### src/rtl/axicb_pkg.sv
// axicb_pkg: FSM encoding and width helpers shared by the read outstanding controller.
package axicb_pkg;

    typedef enum logic [1:0] {RUN = 2'd0, DRAIN = 2'd1, DRAINED = 2'd2} state_e;

    function automatic int cnt_w(input int ostd_max);
        return $clog2(ostd_max + 1);
    endfunction

    function automatic int tmr_w(input int cycles);
        return $clog2(cycles);
    endfunction

endpackage

### src/rtl/axicb_ostd_counter.sv
// axicb_ostd_counter: per-master outstanding read count, pending-AR flag and response timeout.
module axicb_ostd_counter
    import axicb_pkg::*;
#(
    parameter int OSTD_MAX       = 4,
    parameter int TIMEOUT_ENABLE = 1,
    parameter int TIMEOUT_CYCLES = 256
) (
    input  logic aclk,
    input  logic arst,
    input  logic srst,
    input  logic s_arvalid,
    input  logic s_arready,
    input  logic r_valid,
    input  logic r_ready,
    input  logic r_last,
    input  logic tmo_clr,
    output logic pend,
    output logic full,
    output logic busy,
    output logic idle_nxt,
    output logic err
);

    localparam int CNT_W = cnt_w(OSTD_MAX);
    localparam logic [CNT_W-1:0] CNT_MAX = CNT_W'(OSTD_MAX);

    logic [CNT_W-1:0] cnt_q, cnt_d;
    logic pend_q, pend_d, ar_hs, r_done;

    always_comb begin
        ar_hs  = s_arvalid & s_arready;
        r_done = r_valid & r_ready & r_last;
        cnt_d  = (ar_hs && !r_done) ? cnt_q + 1'b1 :
                 (r_done && !ar_hs && cnt_q != '0) ? cnt_q - 1'b1 : cnt_q;
        pend_d = !ar_hs && (s_arvalid || pend_q);
    end

    always_ff @(posedge aclk or posedge arst) begin
        if (arst) begin
            cnt_q  <= '0;
            pend_q <= 1'b0;
        end else if (srst) begin
            cnt_q  <= '0;
            pend_q <= 1'b0;
        end else begin
            cnt_q  <= cnt_d;
            pend_q <= pend_d;
        end
    end

    assign pend     = pend_q;
    assign full     = cnt_q == CNT_MAX;
    assign busy     = cnt_q != '0;
    // Drain completion looks at next-state so drain_done rises the cycle after the last completion
    assign idle_nxt = cnt_d == '0 && !pend_d;

    generate
        if (TIMEOUT_ENABLE != 0) begin : g_tmo
            localparam int TMR_W = tmr_w(TIMEOUT_CYCLES);
            localparam logic [TMR_W-1:0] TMR_MAX = TMR_W'(TIMEOUT_CYCLES - 1);
            logic [TMR_W-1:0] tmr_q, tmr_d;
            logic err_q, err_d;
            always_comb begin
                tmr_d = (cnt_q == '0 || (r_valid && r_ready)) ? '0 :
                        (tmr_q == TMR_MAX) ? tmr_q : tmr_q + 1'b1;
                err_d = !tmo_clr && (err_q || tmr_d == TMR_MAX);
            end
            always_ff @(posedge aclk or posedge arst) begin
                if (arst) begin
                    tmr_q <= '0;
                    err_q <= 1'b0;
                end else if (srst) begin
                    tmr_q <= '0;
                    err_q <= 1'b0;
                end else begin
                    tmr_q <= tmr_d;
                    err_q <= err_d;
                end
            end
            assign err = err_q;
        end else begin : g_no_tmo
            assign err = 1'b0;
        end
    endgenerate

endmodule

### src/rtl/axicb_rd_ostd_ctrl.sv
// axicb_rd_ostd_ctrl: gates per-master AR requests on outstanding-read limits and sequences read drain.
module axicb_rd_ostd_ctrl
    import axicb_pkg::*;
#(
    parameter int MST_NB         = 4,
    parameter int OSTD_MAX       = 4,
    parameter int TIMEOUT_ENABLE = 1,
    parameter int TIMEOUT_CYCLES = 256
) (
    input  logic              aclk,
    input  logic              arst,
    input  logic              srst,
    input  logic [MST_NB-1:0] m_arvalid,
    output logic [MST_NB-1:0] m_arready,
    output logic [MST_NB-1:0] s_arvalid,
    input  logic [MST_NB-1:0] s_arready,
    input  logic [MST_NB-1:0] r_valid,
    input  logic [MST_NB-1:0] r_ready,
    input  logic [MST_NB-1:0] r_last,
    input  logic              drain_req,
    output logic              drain_done,
    output logic [MST_NB-1:0] ostd_busy,
    input  logic              tmo_clr,
    output logic [MST_NB-1:0] timeout_err
);

    state_e state_q, state_d;
    logic drain_done_q, drain_done_d;
    logic [MST_NB-1:0] pend, full, idle_nxt, pass;

    // A pending AR is never withdrawn, whatever the limit or drain state says
    always_comb begin
        pass         = pend | ~(full | {MST_NB{state_q != RUN}}) | {MST_NB{srst}};
        s_arvalid    = m_arvalid & pass;
        m_arready    = s_arready & pass;
        state_d      = !drain_req ? RUN :
                       (state_q == RUN) ? DRAIN :
                       (state_q == DRAIN && &idle_nxt) ? DRAINED : state_q;
        drain_done_d = state_d == DRAINED;
    end

    always_ff @(posedge aclk or posedge arst) begin
        if (arst) begin
            state_q      <= RUN;
            drain_done_q <= 1'b0;
        end else if (srst) begin
            state_q      <= RUN;
            drain_done_q <= 1'b0;
        end else begin
            state_q      <= state_d;
            drain_done_q <= drain_done_d;
        end
    end

    assign drain_done = drain_done_q;

    for (genvar i = 0; i < MST_NB; i++) begin : g_mst
        axicb_ostd_counter #(
            .OSTD_MAX       (OSTD_MAX),
            .TIMEOUT_ENABLE (TIMEOUT_ENABLE),
            .TIMEOUT_CYCLES (TIMEOUT_CYCLES)
        ) u_cnt (
            .aclk      (aclk),
            .arst      (arst),
            .srst      (srst),
            .s_arvalid (s_arvalid[i]),
            .s_arready (s_arready[i]),
            .r_valid   (r_valid[i]),
            .r_ready   (r_ready[i]),
            .r_last    (r_last[i]),
            .tmo_clr   (tmo_clr),
            .pend      (pend[i]),
            .full      (full[i]),
            .busy      (ostd_busy[i]),
            .idle_nxt  (idle_nxt[i]),
            .err       (timeout_err[i])
        );
    end

endmodule

### config.mk
export PLATFORM = sky130hd
export DESIGN_NAME = axicb_rd_ostd_ctrl
export DESIGN_NICKNAME = d
export VERILOG_FILES = /design/src/rtl/axicb_pkg.sv /design/src/rtl/axicb_ostd_counter.sv /design/src/rtl/axicb_rd_ostd_ctrl.sv
export SDC_FILE = /design/constraint.sdc
export NUM_CORES = 1
export LEC_CHECK = 0
export ABC_AREA = 1
export BUFFER_PORTS_ARGS = -buffer_cell sky130_fd_sc_hd__buf_2
export CORE_ASPECT_RATIO = 1.5
export CORE_MARGIN = 2
export CORE_UTILIZATION = 59
export CTS_CLUSTER_DIAMETER = 200
export CTS_CLUSTER_SIZE = 10
export DETAILED_ROUTE_END_ITERATION = 8
export PLACE_DENSITY = 0.88
export SLEW_MARGIN = 20
export SYNTH_ARGS = -nofsm -noshare
export SYNTH_HDL_FRONTEND = slang
export SYNTH_HIERARCHICAL = 1
export SYNTH_SLANG_ARGS = --single-unit
### constraint.sdc
create_clock -name aclk -period 2.95 [get_ports aclk]
set_clock_uncertainty 0.2 [all_clocks]
set_input_delay 0.59 -clock aclk [delete_from_list [all_inputs] [get_ports aclk]]
set_output_delay 0.59 -clock aclk [all_outputs]
set_load 0.01 [all_outputs]
# Word level (Yosys, flattened, before mapping)
# Index checks and enable logic that the tools add are counted.
# totals
wordCells	168
output_inout_bits	17
register_bits	55
# classes
eq_ne	14
muxes	37
n_bitwise	18
reduce_logical	69
addsub	12
# ops
op	count
8-bit two-way mux	12
8-bit == test, second input constant	8
3-bit two-way mux	12
8-bit by 1-bit adder with 8-bit output, second input constant	4
1-bit logical AND	29
3-bit zero test	8
1-bit zero test	13
3-bit by 1-bit adder with 3-bit output, second input constant	4
1-bit bitwise AND	12
3-bit == test, second input constant	4
1-bit logical OR	12
4-bit OR	3
3-bit nonzero test	4
3-bit by 1-bit subtractor with 3-bit output, second input constant	4
1-bit two-way mux	9
4-bit bitwise AND	2
2-bit two-way mux	4
4-bit inverter	1
4-bit AND reduction	1
2-bit by 1-bit == test with 1-bit output, second input constant	1
2-bit == test, second input constant	1
2-bit zero test	1
2-bit nonzero test	1

# Longest topological paths before layout
# logic_depth
ltp_word	21
ltp_mapped	23
mapped_depth_nobuf	23

# Cells and area by module
# Netlist, hierarchy kept.
# modules_own_cells
mod	n_inst	cells_each	seq_area_each_um2	area_per_inst_um2
axicb_ostd_counter	4	125	325.3	888.4
axicb_rd_ostd_ctrl	1	51	75.1	287.8

# Worst setup path before layout
# Ideal clock, no wire load.
# synth_path
path_type	flip-flop to flip-flop
startpoint	register g_mst[2].u_cnt.cnt_q[0]
endpoint	register drain_done_q (netlist: drain_done)
setup_slack_ns	0.363
setup_time_ns	0.069
path_stages_with_launch	24
period_less_slack_ns	2.587
t_required_ns	2.681
t_arrival_ns	2.319
path_cell_list	dfrtp_1 inv_1 ha_1 nand2_1 inv_1 inv_1 nand2_1 a31oi_1 nand2_1 inv_1 nand2_1 inv_1 nor2_1 nor3_2 inv_1 nand2_1 nand3_1 nor2_1 nand2_1 nor2_1 nand2_1 nand2_1 inv_1 nor2_2
# synth_via
elab_chain_cells	21
word_cells_on_any_way	28
classes_between	add/sub: 2; eq/ne: 2; mux: 6; bitwise: 6; reduce/logical: 12
# synth_rtl
item	line	source
start, declared	axicb_ostd_counter.sv:28	logic [CNT_W-1:0] cnt_q, cnt_d;
start signal, assigned	axicb_ostd_counter.sv:47	cnt_q <= cnt_d;
3-bit == test (*)	axicb_ostd_counter.sv:53	assign full = cnt_q == CNT_MAX;
named net full[2]	axicb_rd_ostd_ctrl.sv:29	logic [MST_NB-1:0] pend, full, idle_nxt, pass;
4-bit OR (*)	axicb_rd_ostd_ctrl.sv:33	pass = pend | ~(full | {MST_NB{state_q != RUN}}) | {MST_NB{srst}};
4-bit inverter (*)	axicb_rd_ostd_ctrl.sv:33	
4-bit OR (*) (2 in a row)	axicb_rd_ostd_ctrl.sv:33	
4-bit bitwise AND (*)	axicb_rd_ostd_ctrl.sv:34	s_arvalid = m_arvalid & pass;
named net s_arvalid[2]	axicb_rd_ostd_ctrl.sv:15	output logic [MST_NB-1:0] s_arvalid,
1-bit bitwise AND	axicb_ostd_counter.sv:32	ar_hs = s_arvalid & s_arready;
[... 7 more ...]	--	
named net idle_nxt[2]	axicb_rd_ostd_ctrl.sv:29	
4-bit AND reduction (*)	axicb_rd_ostd_ctrl.sv:38	(state_q == DRAIN && &idle_nxt) ? DRAINED : state_q;
1-bit logical AND (*)	axicb_rd_ostd_ctrl.sv:38	
2-bit two-way mux (*)	axicb_rd_ostd_ctrl.sv:38	
2-bit two-way mux (*)	axicb_rd_ostd_ctrl.sv:37	(state_q == RUN) ? DRAIN :
2-bit two-way mux (*)	axicb_rd_ostd_ctrl.sv:36	state_d = !drain_req ? RUN :
2-bit == test (*)	axicb_rd_ostd_ctrl.sv:39	drain_done_d = state_d == DRAINED;
1-bit two-way mux (*)	axicb_rd_ostd_ctrl.sv:46	end else if (srst) begin
end signal, assigned	axicb_rd_ostd_ctrl.sv:51	drain_done_q <= drain_done_d;
end, declared	axicb_rd_ostd_ctrl.sv:28	logic drain_done_q, drain_done_d;
# The timed path passes the listed nets; every way through them passes the cells marked *.

# Final worst setup path
# layout_path
startpoint	register g_mst[2].u_cnt.cnt_q[1]
endpoint	register drain_done_q (netlist: drain_done)
# layout_via
elab_chain_cells	21
word_cells_on_any_way	28
classes_between	add/sub: 2; eq/ne: 2; mux: 6; bitwise: 6; reduce/logical: 12
# layout_rtl
item	line
3-bit == test (*)	axicb_ostd_counter.sv:53
named net full[2]	axicb_rd_ostd_ctrl.sv:29
4-bit OR (*)	axicb_rd_ostd_ctrl.sv:33
4-bit inverter (*)	axicb_rd_ostd_ctrl.sv:33
4-bit OR (*) (2 in a row)	axicb_rd_ostd_ctrl.sv:33
4-bit bitwise AND (*)	axicb_rd_ostd_ctrl.sv:34
1-bit bitwise AND	axicb_ostd_counter.sv:32
1-bit zero test	axicb_ostd_counter.sv:35, axicb_ostd_counter.sv:36
[... 6 more ...]	--
named net idle_nxt[2]	axicb_rd_ostd_ctrl.sv:29
4-bit AND reduction (*)	axicb_rd_ostd_ctrl.sv:38
1-bit logical AND (*)	axicb_rd_ostd_ctrl.sv:38
2-bit two-way mux (*)	axicb_rd_ostd_ctrl.sv:38
2-bit two-way mux (*)	axicb_rd_ostd_ctrl.sv:37
2-bit two-way mux (*)	axicb_rd_ostd_ctrl.sv:36
2-bit == test (*)	axicb_rd_ostd_ctrl.sv:39
1-bit two-way mux (*)	axicb_rd_ostd_ctrl.sv:46
# Marks and branches as above.

==> out/metrics.csv <==
stage,metric,value,unit
worst_setup_path,Worst EP required,3010,ps
drt,initial detailed-routing violation count,274,
power_and_ir_drop,power per cell area,394,nW/um^2
grt,Total Routing Usage GR,24.5,%
worst_setup_path,critical path arrival,2950,ps
drt,antenna-violating nets left,0,
place,DP Wirelength,6240,um
synth,post-synthesis register bit count,55,
cells_and_area,Fill cells,525,
place,IO Port Bufs,41,
clocking,CTS buffer count,5,
sta,Final Slew Violations,0,
outcome,status,"complete, no violations",
sta,setup ws final,60.2,ps
cells_and_area,Nets,657,
worst_setup_path,worst flop-to-flop path startpoint,g_mst[2].u_cnt/cnt_q[1],
worst_setup_path,crit path kind,flop to flop,
die,Core Rows,36,
hold_path,hold path startpoint,g_mst[2].u_cnt/err,
grt,vias in the first global route,3476,
drt,first-pass iteration count of the detailed router,6,
drt,drt total wl,9120,um
drt,number of remaining DRC errors,0,
die,Vert. Die Dim,103,um
die,die area,7190,sq um
synth,Cell variety after synth,22,
run,Max-cap violations,0,
hold_path,WHS Endpoint,g_mst[2].u_cnt/err,
synth,"EDFF count, synth",0,
worst_setup_path,Worst path max stage delay,380,ps
worst_setup_path,CP endpoint kind,flop,
clocking,depth of the CTS H-tree,2,
synth,synth warn,6,
hold_path,hold path cells,2,
drt,drt wl/cell,13.2,um
clocking,CTS max path bufs,2,
clocking,clk slew on worst S/H paths,100,ps
grt,largest net degree at the start of global routing,55,
sta,# setup viols final,0,
synth,Syn Nets,592,
worst_setup_path,WP buf/inv,6,
cells_and_area,post-route cell area,4540,sq um
synth,Cells after Synth,551,
sta,Tmin final,2890,ps
die,Die Wd,69.9,um
sta,Sum Neg Setup Slack,0,ps
die,core area,6400,sq um
synth,Synth top cells by count,"126 x nand2_1, 99 x nor2_1, 87 x inv_1",
synth,cell area after synthesis,3840,sq um
synth,Post-synth ARST share,100,%
synth,register area share after synthesis,35.8,%
cells_and_area,ant diodes,0,
sta,Slew @ Worst Pin,574,ps
worst_setup_path,cell with the largest stage delay on the worst path,dfrtp_1,
worst_setup_path,crit path max fanout,4,
die,io pins,42,
synth,Post-synth top flop,dfrtp_1,
power_and_ir_drop,Lkg Pwr,2.20,nW
clocking,CTS Sinks,55,
hold_path,Hold/Removal Path Class,flop to flop,
sta,max_slew headroom,61.7,%
worst_setup_path,largest delay contributor family on the critical path,simple AND/OR/NAND/NOR gates,
place,Placer Congestion,0.926,
cells_and_area,P&R area growth vs syn,18.1,%
sta,final worst-path cycle share,98.0,%
synth,post-synth top area share,35.8,%
worst_setup_path,reg2reg setup slack,60,ps
worst_setup_path,Startpoint Class,flop,
clocking,clock latency on the worst-skew pair,310,ps
grt,first-pass GRT wire length,14300,um
worst_setup_path,FF-to-FF End,drain_done,
synth,Avg Synthesized Cell Area,6.97,sq um
synth,Area contributors post-synth,"dfrtp_1 36%, nand2_1 12%, nor2_1 9.7%, inv_1 8.5%, nand3_1 5.7%",
place,Placed Area,4140,sq um
sta,fmax,346,MHz
die,Initial Util,60.1,%
clocking,CTS tree,built,
place,DP Worst Slack,112,ps
synth,most common cell in the synthesized netlist,nand2_1,
power_and_ir_drop,Worst IR Drop VDD,0.349,mV
grt,grt total ovfl,0,
drt,via/cell ratio,5.40,
worst_setup_path,crit path cell chain,"inv_2, ha_4, nand2_1, inv_1, inv_1, nand2_1, a31oi_1, nand2_1, inv_1, nand2_2, inv_2, nor2_2, nor3_2, inv_1, nand2_2, nand3_2, nor2_2, nand2_1, nor2_1, nand2_1, nand2_1, nand2_2, nor2_2",
cells_and_area,layout cells sized above 1,25.2,%
grt,initial antenna violation count,0,
worst_setup_path,Critical Path Most Common Cell,nand2_1,
synth,Synth area leader,dfrtp_1,
cells_and_area,"Core Util, Final",71.0,%
sta,Final Hold Fails,0,
drt,via count,3735,
clocking,CTS root buf,clkbuf_8,
worst_setup_path,worst reg2reg path depth,23,
-- logic make-up after synthesis --
kind of cell | after synthesis | synth area share [%]
buf+inv | 91 | 8.89
flops | 55 | 35.8
simple gates | 324 | 38.2
xor+xnor | 8 | 1.82
fa+ha+maj | 16 | 5.21
compound gates | 57 | 10.0
-- layout by cell type, fill, tap and decap left out --
master / instances
a21oi_1: 21
a21oi_2: 4
a22oi_1: 4
a22oi_4: 4
a31oi_1: 5
a31oi_2: 1
a31oi_4: 2
buf_2: 41
buf_4: 20
bufinv_16: 1
clkbuf_1: 1
clkbuf_8: 5
dfrtp_1: 55
dlygate4sd3_1: 1
ha_1: 12
ha_4: 4
inv_1: 74
inv_2: 13
nand2_1: 113
nand2_2: 25
nand2_4: 4
nand3_1: 42
nand3_2: 2
nor2_1: 93
nor2_2: 11
nor2_4: 9
nor3_1: 16
nor3_2: 5
o21ai_0: 16
or2_2: 4
xnor2_1: 4
xor2_1: 4
-- area by class of cell --
type	instances	area (sq um)	area share [%]
multi-input cells	405	2270	50.1
flip-flops and latches	55	1380	30.3
clock inverters	1	30.0	0.662
well taps	76	95.1	2.10
clock buffers	6	72.6	1.60
inverters	87	327	7.20
repair buffers	62	365	8.05
-- registers in the layout, summed over array words and instances (netlist names) --
signal / cells
drain_done: 1
g_mst.u_cnt/pend: 4
state_q: 2
g_mst.u_cnt/err: 4
g_mst.u_cnt/g_tmo.tmr_q: 32
g_mst.u_cnt/cnt_q: 12
-- worst max-delay path by stage --
stage,from,end,slack [ps],cells after the start
floorplan,g_mst[2].u_cnt/cnt_q[0],drain_done,360,23
global route,g_mst[2].u_cnt/cnt_q[0],drain_done,-150,23
detailed placement,g_mst[2].u_cnt/cnt_q[0],drain_done,110,23
CTS,g_mst[2].u_cnt/cnt_q[0],drain_done,60,23
finish,g_mst[2].u_cnt/cnt_q[1],drain_done,60,23
global placement,g_mst[0].u_cnt/cnt_q[0],drain_done,200,23
-- stage by stage --
stage	cells	power (W)	hold slack (ps)
final	692	0.00179	328
after global routing	692	0.00189	345
after CTS	674	0.00172	332
after detailed placement	666	0.00121	307
after global placement	666	0.00120	304
after floorplan	551	0.00110	144
-- worst register-to-register path: stages (launching register included) --
cell,delay (ps)
dfrtp_1,380
inv_2,70
ha_4,160
nand2_1,60
inv_1,30
inv_1,40
nand2_1,70
a31oi_1,270
nand2_1,150
inv_1,100
nand2_2,70
inv_2,90
nor2_2,60
nor3_2,210
inv_1,80
nand2_2,80
nand3_2,60
nor2_2,120
nand2_1,60
nor2_1,120
nand2_1,120
nand2_1,100
nand2_2,60
nor2_2,90
-- report_power, final --
part,switching [W],total [W],internal (W)
clock network,0.000250,0.000500,0.000250
logic,0.000296,0.000483,0.000187
registers,0.0000249,0.000806,0.000781
total,0.000571,0.00179,0.00122
-- repair_timing --
action / 4_1_cts / 5_1_grt
hold endpoints to repair: 3 / 0
gates resized for setup: 0 / 48
setup endpoints to repair: 0 / 3
buffers inserted: 0 / 18
hold buffers: 1 / 0
-- per-layer routing --
metal  wire length [um]  up-vias  GRT usage (%)
li1                   -     1860              -
met1               3730     1753           27.1
met2               4880      100           46.6
met3                295       22           3.91
met4                216        0           10.2
met5                  0        -              0
No activity file was read; power rests on OpenSTA's default activity.
